===== config.mk =====
export PLATFORM = sky130hd
export DESIGN_NAME = decode_issue_stage
export DESIGN_NICKNAME = d
export VERILOG_FILES = /design/src/rtl/decode_issue_stage.sv
export SDC_FILE = /design/constraint.sdc
export NUM_CORES = 1
export LEC_CHECK = 0
export BUFFER_PORTS_ARGS = -buffer_cell sky130_fd_sc_hd__buf_2
export CAP_MARGIN = 20
export CORE_AREA = 2 2 240 194
export DETAILED_ROUTE_END_ITERATION = 12
export DIE_AREA = 0 0 242 196
export PLACE_DENSITY = 0.71
export SYNTH_ARGS = -nofsm -noshare
export SYNTH_HDL_FRONTEND = slang
export SYNTH_SLANG_ARGS = --single-unit

===== constraint.sdc =====
create_clock -name clk -period 4.8 [get_ports clk]
set_clock_uncertainty 0.2 [all_clocks]
set_input_delay 0.24 -clock clk [delete_from_list [all_inputs] [get_ports clk]]
set_output_delay 0.24 -clock clk [all_outputs]
set_load 0.005 [all_outputs]

===== src/rtl/decode_issue_stage.sv =====
// Decode/issue stage: input FIFO, opcode decode, register/flags scoreboard, 1 op/cycle issue.
// Optional DECODE_WB_BYPASS_EN: same-cycle writeback clears count for the hazard check.
module decode_issue_stage #(
    parameter int PC_W     = 64,
    parameter int LANES    = 8,
    parameter int NUM_REGS = 16,
    parameter int DEPTH    = 4
) (
    input  logic                          clk,
    input  logic                          reset,
    input  logic                          in_valid,
    output logic                          in_ready,
    input  logic [PC_W-1:0]               in_pc,
    input  logic [31:0]                   in_insn,
    input  logic [LANES-1:0]              in_exec_mask,
    output logic                          out_valid,
    input  logic                          out_ready,
    output logic [PC_W-1:0]               out_pc,
    output logic [LANES-1:0]              out_exec_mask,
    output logic [4:0]                    out_op,
    output logic [$clog2(NUM_REGS)-1:0]   out_dst,
    output logic [$clog2(NUM_REGS)-1:0]   out_src1,
    output logic [$clog2(NUM_REGS)-1:0]   out_src2,
    output logic [63:0]                   out_imm,
    input  logic                          wb_valid,
    input  logic [$clog2(NUM_REGS+1)-1:0] wb_reg,
    input  logic                          flush,
    output logic                          halted,
    output logic                          illegal
);
    localparam int RW  = $clog2(NUM_REGS);
    localparam int SW  = $clog2(NUM_REGS + 1);
    localparam int AW  = $clog2(DEPTH);
    localparam int SBN = NUM_REGS + 1;
    localparam logic [SW-1:0] FLAGS = SW'(NUM_REGS);

    localparam logic [4:0] OP_MOVE  = 5'd1;
    localparam logic [4:0] OP_ADD   = 5'd2;
    localparam logic [4:0] OP_ADDI  = 5'd3;
    localparam logic [4:0] OP_CMP   = 5'd4;
    localparam logic [4:0] OP_JMP   = 5'd5;
    localparam logic [4:0] OP_JCC   = 5'd6;
    localparam logic [4:0] OP_STORE = 5'd7;
    localparam logic [4:0] OP_LOAD  = 5'd8;
    localparam logic [4:0] OP_HALT  = 5'd9;

    typedef enum logic [2:0] {
        S_EMPTY, S_DECODE, S_HAZARD, S_ISSUE, S_HALTED
    } state_e;

    state_e state_q, state_d;

    logic [PC_W-1:0]  pc_mem   [DEPTH];
    logic [31:0]      insn_mem [DEPTH];
    logic [LANES-1:0] mask_mem [DEPTH];
    logic [AW:0]      wr_q, wr_d, rd_q, rd_d;
    logic             fifo_empty, fifo_full, push, pop, load, take;

    logic [SBN-1:0] sb_q, sb_d, wb_mask, busy;
    logic           ov_q, ov_d, halted_q, halted_d, illegal_q, illegal_d;

    logic [PC_W-1:0]  pc_q;
    logic [LANES-1:0] mask_q;
    logic [4:0]       op_q;
    logic [RW-1:0]    dst_q, src1_q, src2_q;
    logic [63:0]      imm_q;

    logic [31:0]   h_insn;
    logic [7:0]    h_opc, fa, fb, fc;
    logic [4:0]    d_op;
    logic [RW-1:0] d_dst, d_src1, d_src2;
    logic [63:0]   d_imm;
    logic          u_dst, u_s1, u_s2, r_fl, w_fl, d_nop, d_bad, hz;

    assign fifo_empty = (wr_q == rd_q);
    assign fifo_full  = (wr_q[AW] != rd_q[AW]) &&
                        (wr_q[AW-1:0] == rd_q[AW-1:0]);
    assign in_ready   = !fifo_full && !halted_q;

    assign h_insn = insn_mem[rd_q[AW-1:0]];
    assign h_opc  = h_insn[7:0];
    assign fa     = h_insn[15:8];
    assign fb     = h_insn[23:16];
    assign fc     = h_insn[31:24];

    always_comb begin
        d_op   = '0;
        d_dst  = '0;
        d_src1 = '0;
        d_src2 = '0;
        d_imm  = '0;
        u_dst  = 1'b0;
        u_s1   = 1'b0;
        u_s2   = 1'b0;
        r_fl   = 1'b0;
        w_fl   = 1'b0;
        d_nop  = 1'b0;
        d_bad  = 1'b0;
        case (h_opc)
            8'h00: d_nop = 1'b1;
            8'h10: begin
                d_op  = OP_MOVE;
                d_dst = fa[RW-1:0];
                u_dst = 1'b1;
                d_imm = {{48{h_insn[31]}}, h_insn[31:16]};
            end
            8'h20: begin
                d_op   = OP_ADD;
                d_dst  = fa[RW-1:0];
                d_src1 = fb[RW-1:0];
                d_src2 = fc[RW-1:0];
                u_dst  = 1'b1;
                u_s1   = 1'b1;
                u_s2   = 1'b1;
            end
            8'h21: begin
                d_op   = OP_ADDI;
                d_dst  = fa[RW-1:0];
                d_src1 = fb[RW-1:0];
                u_dst  = 1'b1;
                u_s1   = 1'b1;
                d_imm  = {{56{fc[7]}}, fc};
            end
            8'h30: begin
                d_op   = OP_CMP;
                d_src1 = fa[RW-1:0];
                d_src2 = fb[RW-1:0];
                u_s1   = 1'b1;
                u_s2   = 1'b1;
                w_fl   = 1'b1;
            end
            8'h40: begin
                d_op  = OP_JMP;
                d_imm = {{40{h_insn[31]}}, h_insn[31:8]};
            end
            8'h41, 8'h42, 8'h43, 8'h44, 8'h45, 8'h46: begin
                d_op = OP_JCC;
                r_fl = 1'b1;
                // imm carries the flags mask: bit0=EQ, bit1=LT, bit2=GT
                case (h_opc[2:0])
                    3'd1:    d_imm = 64'd1;
                    3'd2:    d_imm = 64'd6;
                    3'd3:    d_imm = 64'd4;
                    3'd4:    d_imm = 64'd2;
                    3'd5:    d_imm = 64'd5;
                    3'd6:    d_imm = 64'd3;
                    default: d_imm = 64'd0;
                endcase
            end
            8'h50: begin
                d_op   = OP_STORE;
                d_src1 = fa[RW-1:0];
                d_src2 = fb[RW-1:0];
                u_s1   = 1'b1;
                u_s2   = 1'b1;
                d_imm  = {56'd0, fc};
            end
            8'h51: begin
                d_op   = OP_LOAD;
                d_dst  = fa[RW-1:0];
                d_src1 = fb[RW-1:0];
                u_dst  = 1'b1;
                u_s1   = 1'b1;
                d_imm  = {{56{fc[7]}}, fc};
            end
            8'hFF: d_op = OP_HALT;
            default: d_bad = 1'b1;
        endcase
    end

    always_comb begin
        for (int i = 0; i < SBN; i++) begin
            wb_mask[i] = wb_valid && (wb_reg == SW'(i));
        end
    end

`ifdef DECODE_WB_BYPASS_EN
    assign busy = sb_q & ~wb_mask;
`else
    assign busy = sb_q;
`endif

    assign hz = (u_dst && busy[SW'(d_dst)]) ||
                (u_s1 && busy[SW'(d_src1)]) ||
                (u_s2 && busy[SW'(d_src2)]) ||
                ((r_fl || w_fl) && busy[FLAGS]);

    always_comb begin
        state_d   = state_q;
        wr_d      = wr_q;
        rd_d      = rd_q;
        sb_d      = sb_q & ~wb_mask;
        ov_d      = ov_q;
        halted_d  = halted_q;
        illegal_d = 1'b0;
        load      = 1'b0;
        pop       = 1'b0;
        take      = 1'b0;
        push      = in_valid && in_ready && !flush;
        case (state_q)
            S_EMPTY, S_DECODE, S_HAZARD: take = 1'b1;
            S_ISSUE: begin
                if (out_ready) begin
                    ov_d = 1'b0;
                    if (op_q == OP_HALT) begin
                        halted_d = 1'b1;
                        state_d  = S_HALTED;
                    end else begin
                        take = 1'b1;
                    end
                end
            end
            default: ;
        endcase
        if (take) begin
            if (fifo_empty) begin
                state_d = S_EMPTY;
            end else if (d_nop || d_bad) begin
                pop       = 1'b1;
                illegal_d = d_bad;
                state_d   = S_DECODE;
            end else if (hz) begin
                state_d = S_HAZARD;
            end else begin
                pop     = 1'b1;
                load    = 1'b1;
                ov_d    = 1'b1;
                state_d = S_ISSUE;
            end
        end
        if (push) wr_d = wr_q + 1'b1;
        if (pop)  rd_d = rd_q + 1'b1;
        if (flush) begin
            wr_d      = '0;
            rd_d      = '0;
            ov_d      = 1'b0;
            load      = 1'b0;
            illegal_d = 1'b0;
            state_d   = halted_d ? S_HALTED : S_EMPTY;
        end
        // set after the writeback clear so a same-index set wins
        if (load && u_dst) sb_d[SW'(d_dst)] = 1'b1;
        if (load && w_fl)  sb_d[FLAGS] = 1'b1;
    end

    always_ff @(posedge clk) begin
        if (push) begin
            pc_mem[wr_q[AW-1:0]]   <= in_pc;
            insn_mem[wr_q[AW-1:0]] <= in_insn;
            mask_mem[wr_q[AW-1:0]] <= in_exec_mask;
        end
    end

    always_ff @(posedge clk or posedge reset) begin
        if (reset) begin
            state_q   <= S_EMPTY;
            wr_q      <= '0;
            rd_q      <= '0;
            sb_q      <= '0;
            ov_q      <= 1'b0;
            halted_q  <= 1'b0;
            illegal_q <= 1'b0;
            pc_q      <= '0;
            mask_q    <= '0;
            op_q      <= '0;
            dst_q     <= '0;
            src1_q    <= '0;
            src2_q    <= '0;
            imm_q     <= '0;
        end else begin
            state_q   <= state_d;
            wr_q      <= wr_d;
            rd_q      <= rd_d;
            sb_q      <= sb_d;
            ov_q      <= ov_d;
            halted_q  <= halted_d;
            illegal_q <= illegal_d;
            if (load) begin
                pc_q   <= pc_mem[rd_q[AW-1:0]];
                mask_q <= mask_mem[rd_q[AW-1:0]];
                op_q   <= d_op;
                dst_q  <= d_dst;
                src1_q <= d_src1;
                src2_q <= d_src2;
                imm_q  <= d_imm;
            end
        end
    end

    assign out_valid     = ov_q;
    assign out_pc        = pc_q;
    assign out_exec_mask = mask_q;
    assign out_op        = op_q;
    assign out_dst       = dst_q;
    assign out_src1      = src1_q;
    assign out_src2      = src2_q;
    assign out_imm       = imm_q;
    assign halted        = halted_q;
    assign illegal       = illegal_q;
endmodule

* Word level (Yosys, flattened, before mapping)
Memories as Yosys holds them, arrays and structs flattened. A register that Yosys moved wholly into a read port is not among the register bits.
Cells that the tools add are included.
** Word-level totals
- Output and inout port bits :: 157
- Register bits after elaboration :: 110
- Bits in writable memories :: 416
- Input port bits :: 115
- Memories :: 3
- Bits in read-only memories :: 0
- Logic and storage cells :: 184
- Latch bits :: 0
** Cells by class
- Multipliers :: 0
- Equal/unequal tests :: 43
- Divide/modulo/power cells :: 0
- Reductions and logical operators :: 54
- Add/sub/neg operators :: 2
- Bitwise operators :: 3
- Multiplexer cells :: 63
- Shift-type cells :: 0
- Magnitude comparators :: 4
** Memories
- pc_mem :: depth 4, width 64, rd ports 1, clocked after Yosys merged registers in 1, wr ports 1, RTL line 53 : logic [PC_W-1:0] pc_mem [DEPTH];
- insn_mem :: depth 4, width 32, rd ports 1, clocked after Yosys merged registers in 0, wr ports 1, RTL line 54 : logic [31:0] insn_mem [DEPTH];
- mask_mem :: depth 4, width 8, rd ports 1, clocked after Yosys merged registers in 1, wr ports 1, RTL line 55 : logic [LANES-1:0] mask_mem [DEPTH];
** Operators by type and width (count)
- $pmux 64 s5 :: 1
- $eq 8x7->1 const B :: 9
- $eq 5x4->1 const B :: 9
- $mux 1 :: 39
- $pmux 4 s9 :: 1
- $mux 3 :: 10
- $logic_and 1x1->1 :: 28
- $eq 8x6->1 const B :: 3
- $eq 5x3->1 const B :: 4
- $lt 4x6->1 const B :: 3
- $pmux 3 s6 :: 1
- $and 17x17->17 :: 1
- $mux 17 :: 1
- $not 17->17 :: 1
- $or 17x16->17 :: 1
- $pmux 4 s2 :: 2
- $reduce_or 15->1 :: 1
- $bmux 1 s4 :: 3
- $eq 3x2->1 const B :: 4
- $eq 5x2->1 const B :: 2
- $eq 3x3->1 const B :: 3
- $reduce_bool 3->1 :: 3
- $reduce_or 3->1 :: 3
- $eq 8x5->1 const B :: 1
- 24 further kinds :: 35

* Longest topological paths before layout
An unclocked memory read counts as a cell.
- Depth after elaboration :: 18
- Mapped depth :: 18
- Depth with buffers taken out :: 11

* Least setup slack after synthesis
No wires, ideal clock.
- Path kind :: register to register
- Start :: reg rd_q[0]
- End :: mem insn_mem[0][0], enable pin
- Stages on the path, launching flop included :: 10
- Setup time :: 0.475 ns
- Path buffers :: 3
- Data required time :: 4.125 ns
- Period minus slack after synthesis :: 5.201 ns
- Slack :: -0.401 ns
- Arrival :: 4.526 ns
- Cells stage by stage :: dfrtp_1 buf_6 buf_6 buf_1 xor2_1 nor2_1 a21oi_1 and2_0 nor2b_1 and2_1
** On the way
- Word-level cells in the longest chain between the ends :: 8
** Ends and longest elaborated chain
- start, declared :: RTL line 56 : logic [AW:0] wr_q, wr_d, rd_q, rd_d;
- start signal, assigned :: RTL line 273 : rd_q <= rd_d;
- $eq 2x2->1 :: RTL line 77 : (wr_q[AW-1:0] == rd_q[AW-1:0]);
- $logic_and 1x1->1 :: RTL line 76 : assign fifo_full = (wr_q[AW] != rd_q[AW]) &&
- $logic_not 1->1 :: RTL line 78 : assign in_ready = !fifo_full && !halted_q;
- $logic_and 1x1->1 :: RTL line 78
- named net in_ready :: RTL line 12 : output logic in_ready,
- $logic_and 1x1->1 (2 in a row) :: RTL line 199 : push = in_valid && in_ready && !flush;
- $mux 1 :: RTL line 247 : if (push) begin
- $mux 1 (implied by the code) :: RTL line 249 : insn_mem[wr_q[AW-1:0]] <= in_insn;
- end, declared :: RTL line 54
The timed path passes the listed nets, and every way through them passes these cells.

* Final worst setup path
- Start :: reg rd_q[0]
- End :: reg sb_q[3], in the netlist busy[3]
** On the way
- Word-level cells in the longest chain between the ends :: 17
- Elaborated cells on any way between the ends :: 62
- Classes of those cells :: order compare: 2; eq/ne: 15; mux: 24; bitwise: 1; reduce/logical: 19; memory: 1
** Ends and longest elaborated chain
- $mem_v2 4x32
- $eq 8x7->1, or another cell as far along :: RTL line 99 : case (h_opc)
- $reduce_or 3->1 (no line), or another cell as far along
- $pmux 4 s2 / $mux 4 (equally long branches) :: RTL line 99
- $bmux 1 s4, on equally long branches :: RTL line 184, 183
- $mux 1, on equally long branches :: RTL line 184, 183
- $logic_and 1x1->1, on equally long branches :: RTL line 184, 183
- $logic_or 1x1->1 :: RTL line 183 : assign hz = (u_dst && busy[SW'(d_dst)]) ||
- [2 not listed]
- $mux 1 :: RTL line 222 : end else if (hz) begin
- $mux 1 :: RTL line 218 : end else if (d_nop || d_bad) begin
- $mux 1 :: RTL line 216 : if (fifo_empty) begin
- $mux 1 :: RTL line 215 : if (take) begin
- $mux 1 :: RTL line 233 : if (flush) begin
- $logic_and 1x1->1 :: RTL line 242 : if (load && u_dst) sb_d[SW'(d_dst)] = 1'b1;
- $mux 17 (*) :: RTL line 242
- named net sb_d[3] :: RTL line 59 : logic [SBN-1:0] sb_q, sb_d, wb_mask, busy;
- end signal, assigned :: RTL line 259 : sb_q <= '0;
- end signal, assigned :: RTL line 274 : sb_q <= sb_d;
- end, declared :: RTL line 59
Mark *: on every way through the listed nets, which the timed path passes. The rest lies on a longest branch. The select of a mux whose other input is x is not followed.
A chain may end at the register's enable or synchronous reset.

==> flow_summary_export.csv <==
group,metric,value,unit
status,status,"completed",
setup_path,r2r_start,"rd_q[0]$_DFFE_PP0P_",
min_path,worstHoldPathCells,4,
global_routing,grt_pass1_vias,13246,
floorplanning,core,45200,um^2
setup_path,timing.rr.end,"busy[3]$_DFF_PP0_",
routing,final_antenna_net_count,0,
sta,slew_viol_final,0,
sta,setup_viol,0,
place,place.gp.congestion,0.921,
floorplanning,die_area,47400,um^2
power,clockPowerShare,37.1,%
place,place_area,24400,um^2
routing,dr.pass1.iters,5,
routing,drt-total-wl,50800,um
cells_and_area,syn_to_final_growth,23.8,%
clock_tree,cts_buffers,54,
floorplanning,io_pins,272,
sta,min_period,4.71,ns
synthesis,netlist.area_leader.share,56.1,%
power,power_switching,2.84,mW
clock_tree,insertion_delay,0.60,ns
synthesis,synth_area_leaders,"edfxtp_1 (56%), dfrtp_1 (16%), mux4_2 (11%)",
setup_path,reg2reg_depth,13,
setup_path,crit_arrival,4.96,ns
power,power,11.8,mW
synthesis,synth-edff-count,416,
cells_and_area,drive_above_1_share,39.3,%
flow_run,maxCapViolations,0,
routing,drc,0,
sta,setup_ws,0.0893,ns
floorplanning,dieHeight,196,um
routing,vias,12488,
setup_path,worstPathMaxFanout,57,
setup_path,cp-end-kind,"flip-flop",
sta,max_slew_margin,39.1,%
clock_tree,path_clk_slew,0.06,ns
setup_path,crit_chain,"clkbuf_4 -> mux4_2 -> nand3b_2 -> a21oi_1 -> or2_1 -> and2_2 -> a32oi_1 -> o2111a_1 -> mux2_2 -> a2111o_1 -> or3b_4 -> buf_12 -> o41ai_1",
power,p_sw_share,24.0,%
min_path,hold_end,"wr_q[1]$_DFFE_PP0P_",
setup_path,slowest_delay,0.58,ns
synthesis,ys_warn_count,0,
sta,fmax,212,MHz
routing,wl_per_cell,22.3,um
sta,finalHoldViolCount,0,
power,p_seq_share,47.9,%
routing,routed_via_density,5.49,
global_routing,gr-total-overflow,0,
min_path,hold_class,"in2reg",
cells_and_area,final_cell_area,27600,um^2
clock_tree,clockBufferDepth,3,
power,leakage,10.7,nW
synthesis,ys_ff_latch,557,
power,ir_worst_vdd,0.000305,V
sta,setup_tns,0,ns
clock_tree,cts_tree,"done",
min_path,min_from,"in_valid",
setup_path,critPathRequiredTime,5.05,ns
clock_tree,cts.sinks,557,
synthesis,synth_fp_nets,1320,
sta,worstMarginPinSlew,0.913,ns
synthesis,yosys_most_used_dff,"edfxtp_1",
synthesis,syn_avg_cell_area,18.6,um^2
place,port_buffers,270,
global_routing,grt_pass1_wl,77900,um
setup_path,startpoint_type,"flip-flop",
place,dpl.hpwl,32100,um
power,intPower,8.98,mW
clock_tree,htree_levels,2,
synthesis,ys_seq_area_share,71.9,%
setup_path,ff2ff_setup_slack,0.09,ns
floorplanning,row_count,70,
clock_tree,clockRootBuffer,"clkbuf_16",
floorplanning,start_util,49.3,%
setup_path,critPathBufInv,2,
power,power_density,428,nW/um^2
setup_path,crit_family,"simple AND/OR/NAND/NOR gates",
synthesis,syn_area,22300,um^2
place,post-place-ws,0.0609,ns
floorplanning,fp.dieW,242,um
cells_and_area,final_nets,1733,
setup_path,crit_slowest_cell,"mux4_2",
synthesis,syn_inst,1200,
synthesis,synth.distinct_cells,62,
global_routing,grt_usage,21.6,%
routing,drt_iter0_markers,866,
synthesis,async_reset_ff_share,25.3,%
power,combinationalPowerShare,15.0,%
global_routing,grt_max_degree,105,
sta,fin_crit_sh,98.1,%
global_routing,antenna_found_initial,3,
synthesis,synth_top_cell_by_area,"edfxtp_1",
setup_path,worstSetupPathType,"reg2reg",
==> synthesized netlist by cell type (7+ instances only) <==
| master | number |
|---|---|
| a21oi_1 | 31 |
| a221o_1 | 7 |
| a22oi_1 | 11 |
| and2_1 | 9 |
| buf_2 | 13 |
| buf_4 | 41 |
| buf_6 | 7 |
| clkbuf_1 | 30 |
| dfrtp_1 | 141 |
| edfxtp_1 | 416 |
| inv_1 | 26 |
| mux2_1 | 11 |
| mux2_2 | 92 |
| mux2i_1 | 26 |
| mux4_2 | 108 |
| nand2_1 | 43 |
| nand2b_1 | 14 |
| nor2_1 | 34 |
| nor3_1 | 8 |
| o21ai_0 | 27 |
| o41ai_1 | 16 |
==> how the worst max path moves through the flow <==
stage	slack [ns]	startpoint	endpoint	cells after the start
finish	0.09	rd_q[0]$_DFFE_PP0P_	busy[3]$_DFF_PP0_	13
global route	-0.02	rd_q[0]$_DFFE_PP0P_	busy[3]$_DFF_PP0_	14
detailed placement	0.06	rd_q[0]$_DFFE_PP0P_	busy[7]$_DFF_PP0_	12
floorplan	0.28	rd_q[0]$_DFFE_PP0P_	out_exec_mask[0]$_DFFE_PP0N_	18
global placement	0.17	rd_q[0]$_DFFE_PP0P_	out_exec_mask[3]$_DFFE_PP0N_	12
CTS	0.07	rd_q[0]$_DFFE_PP0P_	busy[7]$_DFF_PP0_	12
==> worst min-delay path, delay by kind of cell <==
family	cells	cell delay (ns)
simple gates	2	0.27
compound gates	1	0.18
buf+inv	1	0.10
==> logic make-up (layout without fill, tap and decap cells) <==
| logic type | count (synthesis) | in the layout | synth area share (%) |
|---|---|---|---|
| xor+xnor | 7 | 7 | 0.275 |
| compound gates | 120 | 120 | 3.69 |
| other cells | 1 | 4 | 0.0168 |
| flops | 557 | 557 | 71.9 |
| buf+inv | 122 | 581 | 3.05 |
| simple gates | 151 | 151 | 3.49 |
| mux | 237 | 237 | 17.3 |
| fa+ha+maj | 5 | 5 | 0.281 |
==> flip-flops by register name (all words and copies together), names as in the netlist, 8 cells and up <==
| name | cells |
|---|---|
| out_pc | 64 |
| out_imm | 24 |
| busy | 17 |
| insn_mem | 128 |
| mask_mem | 32 |
| pc_mem | 256 |
| out_exec_mask | 8 |
==> cell usage in the layout (no fill, tap or decap), types with 5 or more instances in the layout <==
cell type      netlist  final
nand3_1              6      6
a221o_1              7      7
clkbuf_8             0      9
nor2b_1              6      6
edfxtp_1           416    416
xor2_1               6      6
clkbuf_1            30      9
a22oi_1             11     11
buf_4               41     52
ha_1                 5      5
o21ai_0             27     26
a21oi_1             31     30
dfrtp_1            141    139
dlygate4sd3_1        0    120
mux2_1              11     11
clkinv_2             0     12
nor3_1               8      6
mux4_2             108    108
inv_1               26     25
clkbuf_16            0     55
o41ai_1             16     13
nor2_1              34     33
buf_2               13    270
nand2_1             43     43
mux2_2              92     92
nand2b_1            14     14
mux2i_1             26     26
buf_12               0     10
bufinv_16            0      6
==> power groups by stage <==
stage / Sequential, mW / Combinational (mW) / Clock (mW)
2_1_floorplan: 5.76 / 1.10 / 0
3_3_place_gp: 5.76 / 1.65 / 0
3_5_place_dp: 5.77 / 1.66 / 0
4_1_cts: 5.68 / 1.74 / 4.47
5_1_grt: 5.70 / 1.92 / 4.68
6_report: 5.66 / 1.77 / 4.39
==> per-stage QoR <==
step	cells	hold WS [ns]	util [%]
5_1_grt	2272	0.102	61.0
3_5_place_dp	2042	0.211	53.9
2_1_floorplan	1200	0.139	-
3_3_place_gp	2042	0.219	53.9
6_report	2274	0.0537	61.0
4_1_cts	2264	0.0178	60.8
==> metal layers <==
layer / share of wire [%] / GRT usage [%] / vias to the layer above
met3: 7.1 / 5.68 / 81
met5: 0 / 0 / -
met1: 43 / 29.3 / 6454
met4: 2.0 / 6.04 / 0
li1: - / - / 5539
met2: 48 / 34.9 / 414
==> cell type report <==
| class | count | area, um^2 |
|---|---|---|
| Clock buffer | 73 | 1530 |
| Sequential cell | 557 | 16000 |
| Tap cell | 612 | 766 |
| Multi-Input combinational cell | 521 | 5660 |
| Inverter | 26 | 103 |
| Antenna cell | 3 | 7.51 |
| Fill cell | 3344 | 17600 |
| Timing Repair Buffer | 453 | 3150 |
| Clock inverter | 29 | 342 |
==> repair_timing <==
| action | 4_1_cts | 5_1_grt |
|---|---|---|
| endpoints found under the setup margin | 0 | 129 |
| hold buffers | 120 | 0 |
| buffers inserted | 0 | 7 |
| endpoints found under the hold margin | 509 | 0 |
| resized for setup | 0 | 14 |
No activity file was read; power rests on OpenSTA's default activity.
